$ cat src/rtl/msg_sim_pkg.sv
// Shared types, beat geometry, header field positions and length helpers for
// the synthetic upstream message generator.
package msg_sim_pkg;

  localparam int BEAT_BYTES = 16;
  localparam int BEAT_W     = 128;

  // LSB position of each header field inside the 128-bit header beat
  localparam int HDR_SYNC_LSB  = 96;  // 32 bits
  localparam int HDR_LEN_LSB   = 80;  // 16 bits
  localparam int HDR_TYPE_LSB  = 76;  //  4 bits
  localparam int HDR_RSVD_LSB  = 64;  // 12 bits, always zero
  localparam int HDR_CNT_LSB   = 48;  // 16 bits
  localparam int HDR_SRC_LSB   = 40;  //  8 bits
  localparam int HDR_DES_LSB   = 32;  //  8 bits
  localparam int HDR_DTYPE_LSB = 24;  //  8 bits
  localparam int HDR_CHAN_LSB  = 16;  //  8 bits
  localparam int HDR_FLEN_LSB  = 0;   // 16 bits

  typedef enum logic [1:0] {
    IDLE      = 2'd0,
    HEADER    = 2'd1,
    PAYLOAD   = 2'd2,
    DONE_WAIT = 2'd3
  } state_e;

  // Frame configuration captured at the start edge
  typedef struct packed {
    logic [31:0] sync;
    logic [15:0] frame_len;
    logic [3:0]  frame_type;
    logic [15:0] frame_cnt;
    logic [7:0]  src_id;
    logic [7:0]  des_id;
    logic [7:0]  data_type;
    logic [7:0]  data_channel;
    logic [15:0] field_len;
  } cfg_t;

  // Payload beat count: ceil(field_len/16), at most 4096
  function automatic logic [12:0] calc_beats(input logic [15:0] field_len);
    return 13'((17'(field_len) + 17'd15) >> 4);
  endfunction

  // Auto frame length: one header beat plus the payload beats, in bytes
  function automatic logic [15:0] calc_auto_len(input logic [12:0] beats);
    return 16'(17'd16 + {beats, 4'b0000});
  endfunction

endpackage

$ cat src/rtl/msg_transmit_simulation.sv
// Synthetic upstream frame generator: on a rising edge of msg_sim_en_i emits
// one header beat followed by ceil(field_len/16) counting-pattern payload beats,
// pulsing done with the last beat. Dropping the enable mid-frame aborts.
module msg_transmit_simulation
  import msg_sim_pkg::*;
#(
  parameter logic [7:0] PAYLOAD_SEED = 8'h00
) (
  input  logic              sys_clk_i,
  input  logic              rst_n_i,
  input  logic              msg_sim_en_i,
  output logic              msg_done_pluse_o,
  input  logic [31:0]       sim_frame_header,
  input  logic [15:0]       sim_frame_len,
  input  logic [3:0]        sim_frame_type,
  input  logic [15:0]       sim_frame_cnt,
  input  logic [7:0]        sim_src_id,
  input  logic [7:0]        sim_des_id,
  input  logic [7:0]        sim_data_type,
  input  logic [7:0]        sim_data_channel,
  input  logic [15:0]       sim_data_field_len,
  output logic              msg_sim_vld_o,
  output logic [BEAT_W-1:0] msg_sim_data_o
);

  state_e            state_q, state_d;
  cfg_t              cfg_q, cfg_d;
  logic [12:0]       beat_idx_q, beat_idx_d;
  logic              en_q, en_d;
  logic              vld_q, vld_d;
  logic              done_q, done_d;
  logic [BEAT_W-1:0] data_q, data_d;

  logic [12:0]       num_beats;
  logic [15:0]       hdr_len;

  assign num_beats = calc_beats(cfg_q.field_len);
  assign hdr_len   = (cfg_q.frame_len != 16'h0000) ? cfg_q.frame_len
                                                   : calc_auto_len(num_beats);

  function automatic logic [BEAT_W-1:0] header_beat(input cfg_t c,
                                                    input logic [15:0] len);
    logic [BEAT_W-1:0] b;
    b = '0;
    b[HDR_SYNC_LSB  +: 32] = c.sync;
    b[HDR_LEN_LSB   +: 16] = len;
    b[HDR_TYPE_LSB  +: 4]  = c.frame_type;
    b[HDR_RSVD_LSB  +: 12] = 12'h000;
    b[HDR_CNT_LSB   +: 16] = c.frame_cnt;
    b[HDR_SRC_LSB   +: 8]  = c.src_id;
    b[HDR_DES_LSB   +: 8]  = c.des_id;
    b[HDR_DTYPE_LSB +: 8]  = c.data_type;
    b[HDR_CHAN_LSB  +: 8]  = c.data_channel;
    b[HDR_FLEN_LSB  +: 16] = c.field_len;
    return b;
  endfunction

  // Byte k of the payload is SEED+k; lanes past field_len are zero-filled.
  function automatic logic [BEAT_W-1:0] payload_beat(input logic [12:0] idx,
                                                     input logic [15:0] field_len);
    logic [BEAT_W-1:0] b;
    logic [16:0]       k;
    b = '0;
    for (int l = 0; l < BEAT_BYTES; l++) begin
      k = {idx, 4'b0000} + 17'(l);
      if (k < {1'b0, field_len}) begin
        b[BEAT_W-1-8*l -: 8] = PAYLOAD_SEED + k[7:0];
      end
    end
    return b;
  endfunction

  // Next-state and next-output computation for the frame sequencer
  always_comb begin
    // NOTE: every signal gets a default here so no path leaves one unassigned,
    // which would otherwise infer a latch.
    state_d    = state_q;
    cfg_d      = cfg_q;
    beat_idx_d = beat_idx_q;
    en_d       = msg_sim_en_i;
    vld_d      = 1'b0;
    done_d     = 1'b0;
    data_d     = '0;

    unique case (state_q)
      IDLE: begin
        if (msg_sim_en_i && !en_q) begin
          cfg_d = '{sync:         sim_frame_header,
                    frame_len:    sim_frame_len,
                    frame_type:   sim_frame_type,
                    frame_cnt:    sim_frame_cnt,
                    src_id:       sim_src_id,
                    des_id:       sim_des_id,
                    data_type:    sim_data_type,
                    data_channel: sim_data_channel,
                    field_len:    sim_data_field_len};
          state_d = HEADER;
        end
      end
      HEADER: begin
        if (!msg_sim_en_i) begin
          state_d = IDLE;
        end else begin
          vld_d  = 1'b1;
          data_d = header_beat(cfg_q, hdr_len);
          if (num_beats != 13'd0) begin
            beat_idx_d = 13'd0;
            state_d    = PAYLOAD;
          end else begin
            done_d  = 1'b1;
            state_d = DONE_WAIT;
          end
        end
      end
      PAYLOAD: begin
        if (!msg_sim_en_i) begin
          state_d = IDLE;
        end else begin
          vld_d  = 1'b1;
          data_d = payload_beat(beat_idx_q, cfg_q.field_len);
          if (beat_idx_q == num_beats - 13'd1) begin
            done_d  = 1'b1;
            state_d = DONE_WAIT;
          end else begin
            beat_idx_d = beat_idx_q + 13'd1;
          end
        end
      end
      DONE_WAIT: begin
        if (!msg_sim_en_i) state_d = IDLE;
      end
      default: state_d = IDLE;
    endcase
  end

  // State, captured configuration and registered outputs
  always_ff @(posedge sys_clk_i or negedge rst_n_i) begin
    if (!rst_n_i) begin
      // NOTE: the captured configuration is reset too; it is only a few flops
      // and keeps the header deterministic after reset.
      state_q    <= IDLE;
      cfg_q      <= '0;
      beat_idx_q <= '0;
      en_q       <= 1'b0;
      vld_q      <= 1'b0;
      done_q     <= 1'b0;
      data_q     <= '0;
    end else begin
      // NOTE: non-blocking assignments so every flop samples pre-edge values.
      state_q    <= state_d;
      cfg_q      <= cfg_d;
      beat_idx_q <= beat_idx_d;
      en_q       <= en_d;
      vld_q      <= vld_d;
      done_q     <= done_d;
      data_q     <= data_d;
    end
  end

  assign msg_sim_vld_o    = vld_q;
  assign msg_sim_data_o   = data_q;
  assign msg_done_pluse_o = done_q;

endmodule

$ cat config.mk
export PLATFORM = sky130hd
export DESIGN_NAME = msg_transmit_simulation
export DESIGN_NICKNAME = d
export VERILOG_FILES = /design/src/rtl/msg_sim_pkg.sv /design/src/rtl/msg_transmit_simulation.sv
export SDC_FILE = /design/constraint.sdc
export NUM_CORES = 1
export LEC_CHECK = 0
export BUFFER_PORTS_ARGS = -buffer_cell sky130_fd_sc_hd__buf_4
export CORE_UTILIZATION = 40
export CTS_BUF_LIST = sky130_fd_sc_hd__clkbuf_4 sky130_fd_sc_hd__clkbuf_8
export DETAILED_ROUTE_END_ITERATION = 6
export PLACE_DENSITY = 0.71
export SYNTH_ARGS = -nofsm -noshare
export SYNTH_HDL_FRONTEND = slang
export SYNTH_SLANG_ARGS = --single-unit
$ cat constraint.sdc
create_clock -name sys_clk_i -period 3.65 [get_ports sys_clk_i]
set_clock_uncertainty 0.05 [all_clocks]
set_input_delay 0.5475 -clock sys_clk_i [delete_from_list [all_inputs] [get_ports sys_clk_i]]
set_output_delay 0.5475 -clock sys_clk_i [all_outputs]
set_load 0.01 [all_outputs]
==> reports/qor.txt, run 1 <==
most instantiated cells after synthesis: dfrtp_1, mux2_2, nand2_1
Synth Flop Type: dfrtp_1
area leader, netlist: dfrtp_1
synthesized flop and latch total: 256
final cell count without fillers: 1,561
post-layout worst setup margin: 0.115 ns
WP data arrival: 3.94 ns
Starting Density: 0.410
Reg clk slew, reported paths: 0.06 ns
Boundary Pins: 249
Avg Inst Size Synth: 12.1 um2
DR pass1 iterations: 5
fill count: 2,362
post-synthesis sequential area ratio: 0.578
full die area: 0.0284 mm2
cts repair resizes: 0
# DRC: 0
number of flops mapped to enable cells by yosys: 0
fin. max-slew vios: 0
Post-synth ARST share: 1.00
top-count cell post-synth: dfrtp_1
failing checks: hold timing
Mapped Cells: 915
Die X: 168 um
period utilization: 0.968
Yosys top cell area share: 0.578
synth unique cells: 61
Psw: 3.60 mW
first-iteration detailed-routing DRC count: 770
Nets: 1,330
r2r startpoint: cfg_q[2]
Netlist Area Pre-Place: 0.0111 mm2
placed cells: 1,486
top post-synthesis cells by area: dfrtp_1, mux2_2, ha_1
reg2reg end: beat_idx_q[11]
Syn-to-layout area delta: 30.1%
clock share of power: 0.251
# diodes: 0
Core Box Area: 0.0270 mm2
Slew @ Worst Pin: 1.15 ns
global route overflow: 0
Setup CP Type: flop to flop
Min-Delay Path Class: primary input to async pin
final setup fails: 0
status: complete, but fails checks
DRT antenna net count: 0
via count: 8,380
Cell Rows: 60
clk sinks: 256
Root Driver: clkbuf_8
initial antenna violation count: 0
RSZ-0062 raised after global routing: no
hold slack: -0.0121 ns
logic gate share of total power: 0.349
fin util: 0.533
R2R Setup Slk: 0.12 ns
Power Density: 748 mW/mm2
GR Util All Layers: 0.217
first-pass GRT wire length: 47.7 mm
Port Buffers: 245
Final Total Pwr: 10.8 mW
fmax: 283 MHz
max-cap violation count: 0
Worst R2R Path Depth: 12
Peak VDD IR: 352 uV
vias per cell: 5.37
crit path time final: 3.53 ns
DP Worst Slack: 0.255 ns
LEAKAGE: 7.13 nW
DP HPWL: 22.1 mm
routed wire length per instance: 19.9 um
TritonCTS Buffers: 42
Setup Total Neg Slack: 0 ns
nature of the critical path endpoint: flop
warnings from Yosys: 0
nature of the critical path startpoint: flop
H-Tree Depth: 2
max_slew headroom: 0.227
CTS tree: yes
Critical Path Fanout Max: 23
largest net degree at the start of global routing: 102
share of cells above drive strength 1: 0.407
Setup Buffers After CTS: 0
vias in the first global route: 8,470
sw frac: 0.334
Fin. Hold Viols: 21
Hold Buf Count CTS: 0
CTS max path bufs: 3
sequential power share: 0.400
RePlAce Congestion: 0.935
Die Span Y: 168 um
CP required: 4.06 ns
Int Pwr: 7.19 mW
routed wire length: 31.0 mm
Clock Latency Late Sink: 0.55 ns
[per-layer routing]
layer / global-route usage / vias to the layer above / routed length, um / share of wire
met5: 0 / - / 0 / 0
met4: 0.0731 / 0 / 852 / 0.027
met3: 0.0428 / 63 / 2000 / 0.064
met2: 0.351 / 345 / 14700 / 0.48
met1: 0.292 / 4156 / 13400 / 0.43
li1: - / 3816 / - / -
[power groups by stage]
stage          clock network [mW]  logic [mW]  registers [mW]
2_1_floorplan                   0        2.23            4.32
3_3_place_gp                    0        3.70            4.32
3_5_place_dp                    0        3.74            4.36
4_1_cts                      2.77        3.77            4.31
5_1_grt                      2.90        4.09            4.42
6_report                     2.71        3.76            4.31
[worst max path at each step]
stage | from | endpoint | slack, ns | depth (start not counted)
2_1_floorplan | cfg_q[3] | beat_idx_q[1] | 0.05 | 16
3_3_place_gp | cfg_q[2] | beat_idx_q[11] | 0.32 | 12
3_5_place_dp | cfg_q[2] | beat_idx_q[11] | 0.25 | 12
4_1_cts | cfg_q[2] | beat_idx_q[11] | 0.18 | 12
5_1_grt | cfg_q[2] | beat_idx_q[11] | 0.007 | 12
6_report | cfg_q[2] | beat_idx_q[11] | 0.12 | 12
[critical path, cell delays in order, from the launching register on]
cell	delay [ns]
dfrtp_1	0.43
nor4_1	0.48
nand2_1	0.19
nand2_1	0.13
ha_1	0.29
inv_1	0.08
or4b_1	0.55
a21o_1	0.21
nand4b_2	0.13
nor4_4	0.07
buf_12	0.16
or4_1	0.50
a21oi_1	0.18
[cells by family after synthesis]
family,after synthesis,share of synthesized area
AOI/OAI and AO/OA,166,0.105
adders and majority gates,23,0.0258
other,1,0.000339
buffers and inverters,89,0.0341
and+or+nand+nor,234,0.114
xor gates and xnor gates,27,0.0226
DFF,256,0.578
muxes,119,0.121
[per-stage QoR]
stage,area [um2],hold WS (ns)
after CTS,14400,0.0131
final,14400,-0.0121
after floorplan,11100,0.202
after global routing,14400,0.0397
after global placement,13500,0.400
after detailed placement,13500,0.407
[cell usage in the layout (no fill, tap or decap), types with 10 or more instances in the layout]
cell      count
nand3_1      30
nor3_1       17
or4_1        10
o21ai_0      41
o22ai_1      13
nand2_1      64
nand4_1      16
and2_1       30
a21o_1       20
a22o_1       20
ha_1         22
dfrtp_1     256
clkbuf_8     57
nor2_1       24
mux2_2      116
a21oi_1      29
buf_4       286
xnor2_1      19
inv_1        26
[final cells by class]
type | instances | area [um2] | share of cell area
Sequential cell | 256 | 6410 | 0.444
Multi-Input combinational cell | 572 | 4320 | 0.300
Timing Repair Buffer | 290 | 2220 | 0.154
Clock buffer | 66 | 852 | 0.0591
Tap cell | 341 | 427 | 0.0296
Inverter | 27 | 101 | 0.00703
Clock inverter | 9 | 88.8 | 0.00616
[sequential cells by signal, summed over array words and instances, names as in the netlist]
| register | flops |
|---|---|
| msg_sim_data_o | 122 |
| state_q | 2 |
| cfg_q | 116 |
| msg_done_pluse_o | 1 |
| msg_sim_vld_o | 1 |
| en_q | 1 |
| beat_idx_q | 13 |
(Power assumes the default switching activity.)
==> inputs of run 2 (changes only) <==
--- a/config.mk
+++ b/config.mk
@@ -6,10 +6,12 @@
 export NUM_CORES = 1
 export LEC_CHECK = 0
 export BUFFER_PORTS_ARGS = -buffer_cell sky130_fd_sc_hd__buf_4
-export CORE_UTILIZATION = 40
+export CELL_PAD_IN_SITES_DETAIL_PLACEMENT = 0
+export CELL_PAD_IN_SITES_GLOBAL_PLACEMENT = 2
+export CORE_UTILIZATION = 33
 export CTS_BUF_LIST = sky130_fd_sc_hd__clkbuf_4 sky130_fd_sc_hd__clkbuf_8
 export DETAILED_ROUTE_END_ITERATION = 6
-export PLACE_DENSITY = 0.71
+export PLACE_DENSITY = 0.85
 export SYNTH_ARGS = -nofsm -noshare
 export SYNTH_HDL_FRONTEND = slang
 export SYNTH_SLANG_ARGS = --single-unit
==> run 2 against run 1 <==
Clock-buffer cell count is 2 lower. Sequential share of layout area is 0.66 points lower. Sequential cell count stayed put. Core utilization is 8.7 points lower. Final cell count is 6.9% higher. Global-route usage is 2.1 points lower. Final area is 1.5% higher. The run now ends clean. Maximum frequency is 3.5% higher. Total power is 2.3% higher. Hold slack better by 0.18 ns. Worst setup slack better by 0.12 ns.
==> reports/qor.txt, run 2 (synthesis results as in run 1) <==
status: finished, final reports clean
Slew @ Worst Pin: 1.06 ns
full die area: 0.0343 mm2
Nets: 1,335
LEAKAGE: 7.17 nW
Port Buffers: 245
Cell Rows: 66
Fin. Hold Viols: 0
clk sinks: 256
Root Driver: clkbuf_8
fin util: 0.446
via count: 8,253
hold slack: 0.164 ns
Critical Path Fanout Max: 23
Psw: 3.72 mW
nature of the critical path endpoint: flop
R2R Setup Slk: 0.23 ns
largest net degree at the start of global routing: 105
CTS tree: yes
crit path time final: 3.42 ns
Setup crit start: cfg_q[3]
reg2reg end: beat_idx_q[11]
Starting Density: 0.338
CTS max path bufs: 3
max-cap violation count: 0
Setup CP Type: flop to flop
# DRC: 0
Die X: 185 um
r2r startpoint: cfg_q[3]
Worst R2R Path Depth: 11
Reg clk slew, reported paths: 0.06 ns
DR pass1 iterations: 5
Min-Delay Path Class: primary input to flop
routed wire length per instance: 20.2 um
placed cell area: 0.0136 mm2
RSZ-0062 raised after global routing: no
met1 Usage GRT: 0.256
slowest library cell on the worst path: or4b_1
DRT antenna net count: 0
initial antenna violation count: 0
logic gate share of total power: 0.344
first-iteration detailed-routing DRC count: 437
Core Box Area: 0.0328 mm2
global route overflow: 0
max_slew headroom: 0.286
sequential power share: 0.392
CP required: 4.07 ns
Setup Total Neg Slack: 0 ns
GR met3 Demand/Resource: 0.0399
fin. max-slew vios: 0
fill count: 3,123
commonest non-fill, non-tap cell in the layout: buf_4
Setup Buffers After CTS: 0
Syn-to-layout area delta: 32.1%
Int Pwr: 7.31 mW
clock share of power: 0.264
grt peak-use layer: met2
WP data arrival: 3.84 ns
H-Tree Depth: 2
DP HPWL: 24.2 mm
critical path depth: 11
fmax: 293 MHz
design area: 0.0146 mm2
first-pass GRT wire length: 50.5 mm
Boundary Pins: 249
Top delay family on crit path: simple AND/OR/NAND/NOR gates
most frequent cells in the layout: buf_4, dfrtp_1, mux2_2
Worst Setup EP: beat_idx_q[11]
share of cells above drive strength 1: 0.410
period utilization: 0.936
Peak VDD IR: 297 uV
max reg flops: 122
worst path bufs/invs: 2
vias in the first global route: 8,314
Die Span Y: 185 um
Worst path max stage delay: 0.54 ns
RePlAce Congestion: 0.824
cells along the critical path: o41a_1, xnor2_1, ha_1, inv_1, or4b_1, a21o_1, nand4b_2, nor4_4, buf_12, or4_1, a21oi_1
Clock Latency Late Sink: 0.56 ns
final setup fails: 0
# diodes: 0
sw frac: 0.337
GR Util All Layers: 0.196
TritonCTS Buffers: 45
vias per cell: 4.94
met2 usage: 0.328
Power Density: 754 mW/mm2
routed wire length: 33.7 mm
nature of the critical path startpoint: flop
-- run 2: per-stage QoR --
step	total power [mW]	setup slack, ns	instances
after global routing	11.7	0.000755	1669
final	11.0	0.234	1669
after floorplan	6.55	0.0465	917
after CTS	11.2	0.259	1669
after detailed placement	8.18	0.316	1588
after global placement	8.14	0.347	1588
-- run 2: timing repair --
item,CTS,global route
endpoints found under the hold margin,2,0
hold buffers,1,0
gates resized for setup,0,1
setup endpoints to repair,0,13
-- run 2: how the worst min path moves through the flow --
stage | startpoint | end | slack, ns | cells past startpoint
global placement | cfg_q[18] | msg_sim_data_o[18] | 0.40 | 1
detailed placement | cfg_q[18] | msg_sim_data_o[18] | 0.41 | 1
CTS | sim_frame_cnt[15] | cfg_q[63] | 0.13 | 2
finish | sim_frame_cnt[5] | cfg_q[53] | 0.16 | 2
floorplan | rst_n_i | beat_idx_q[0] | 0.20 | 0
global route | sim_frame_cnt[5] | cfg_q[53] | 0.13 | 2
-- run 2: layout make-up --
class | instances | area [um2] | area share
sequential | 256 | 6410 | 0.438
multi-input combinational | 572 | 4330 | 0.296
timing repair buffer | 292 | 2240 | 0.153
clock buffer | 64 | 831 | 0.0568
tap | 442 | 553 | 0.0378
clock inverter | 16 | 176 | 0.0121
inverter | 27 | 101 | 0.00693
-- run 2: power groups by stage --
stage / registers, mW / logic (mW) / clock network (mW)
after floorplan: 4.32 / 2.23 / 0
after global placement: 4.34 / 3.80 / 0
after detailed placement: 4.37 / 3.80 / 0
after CTS: 4.33 / 3.83 / 2.99
after global routing: 4.45 / 4.14 / 3.10
final: 4.33 / 3.79 / 2.91
-- run 2: routing by layer --
layer,up-vias,part of all wire
li1,3821,-
met1,4123,0.44
met2,257,0.49
met3,52,0.057
met4,0,0.022
met5,-,0
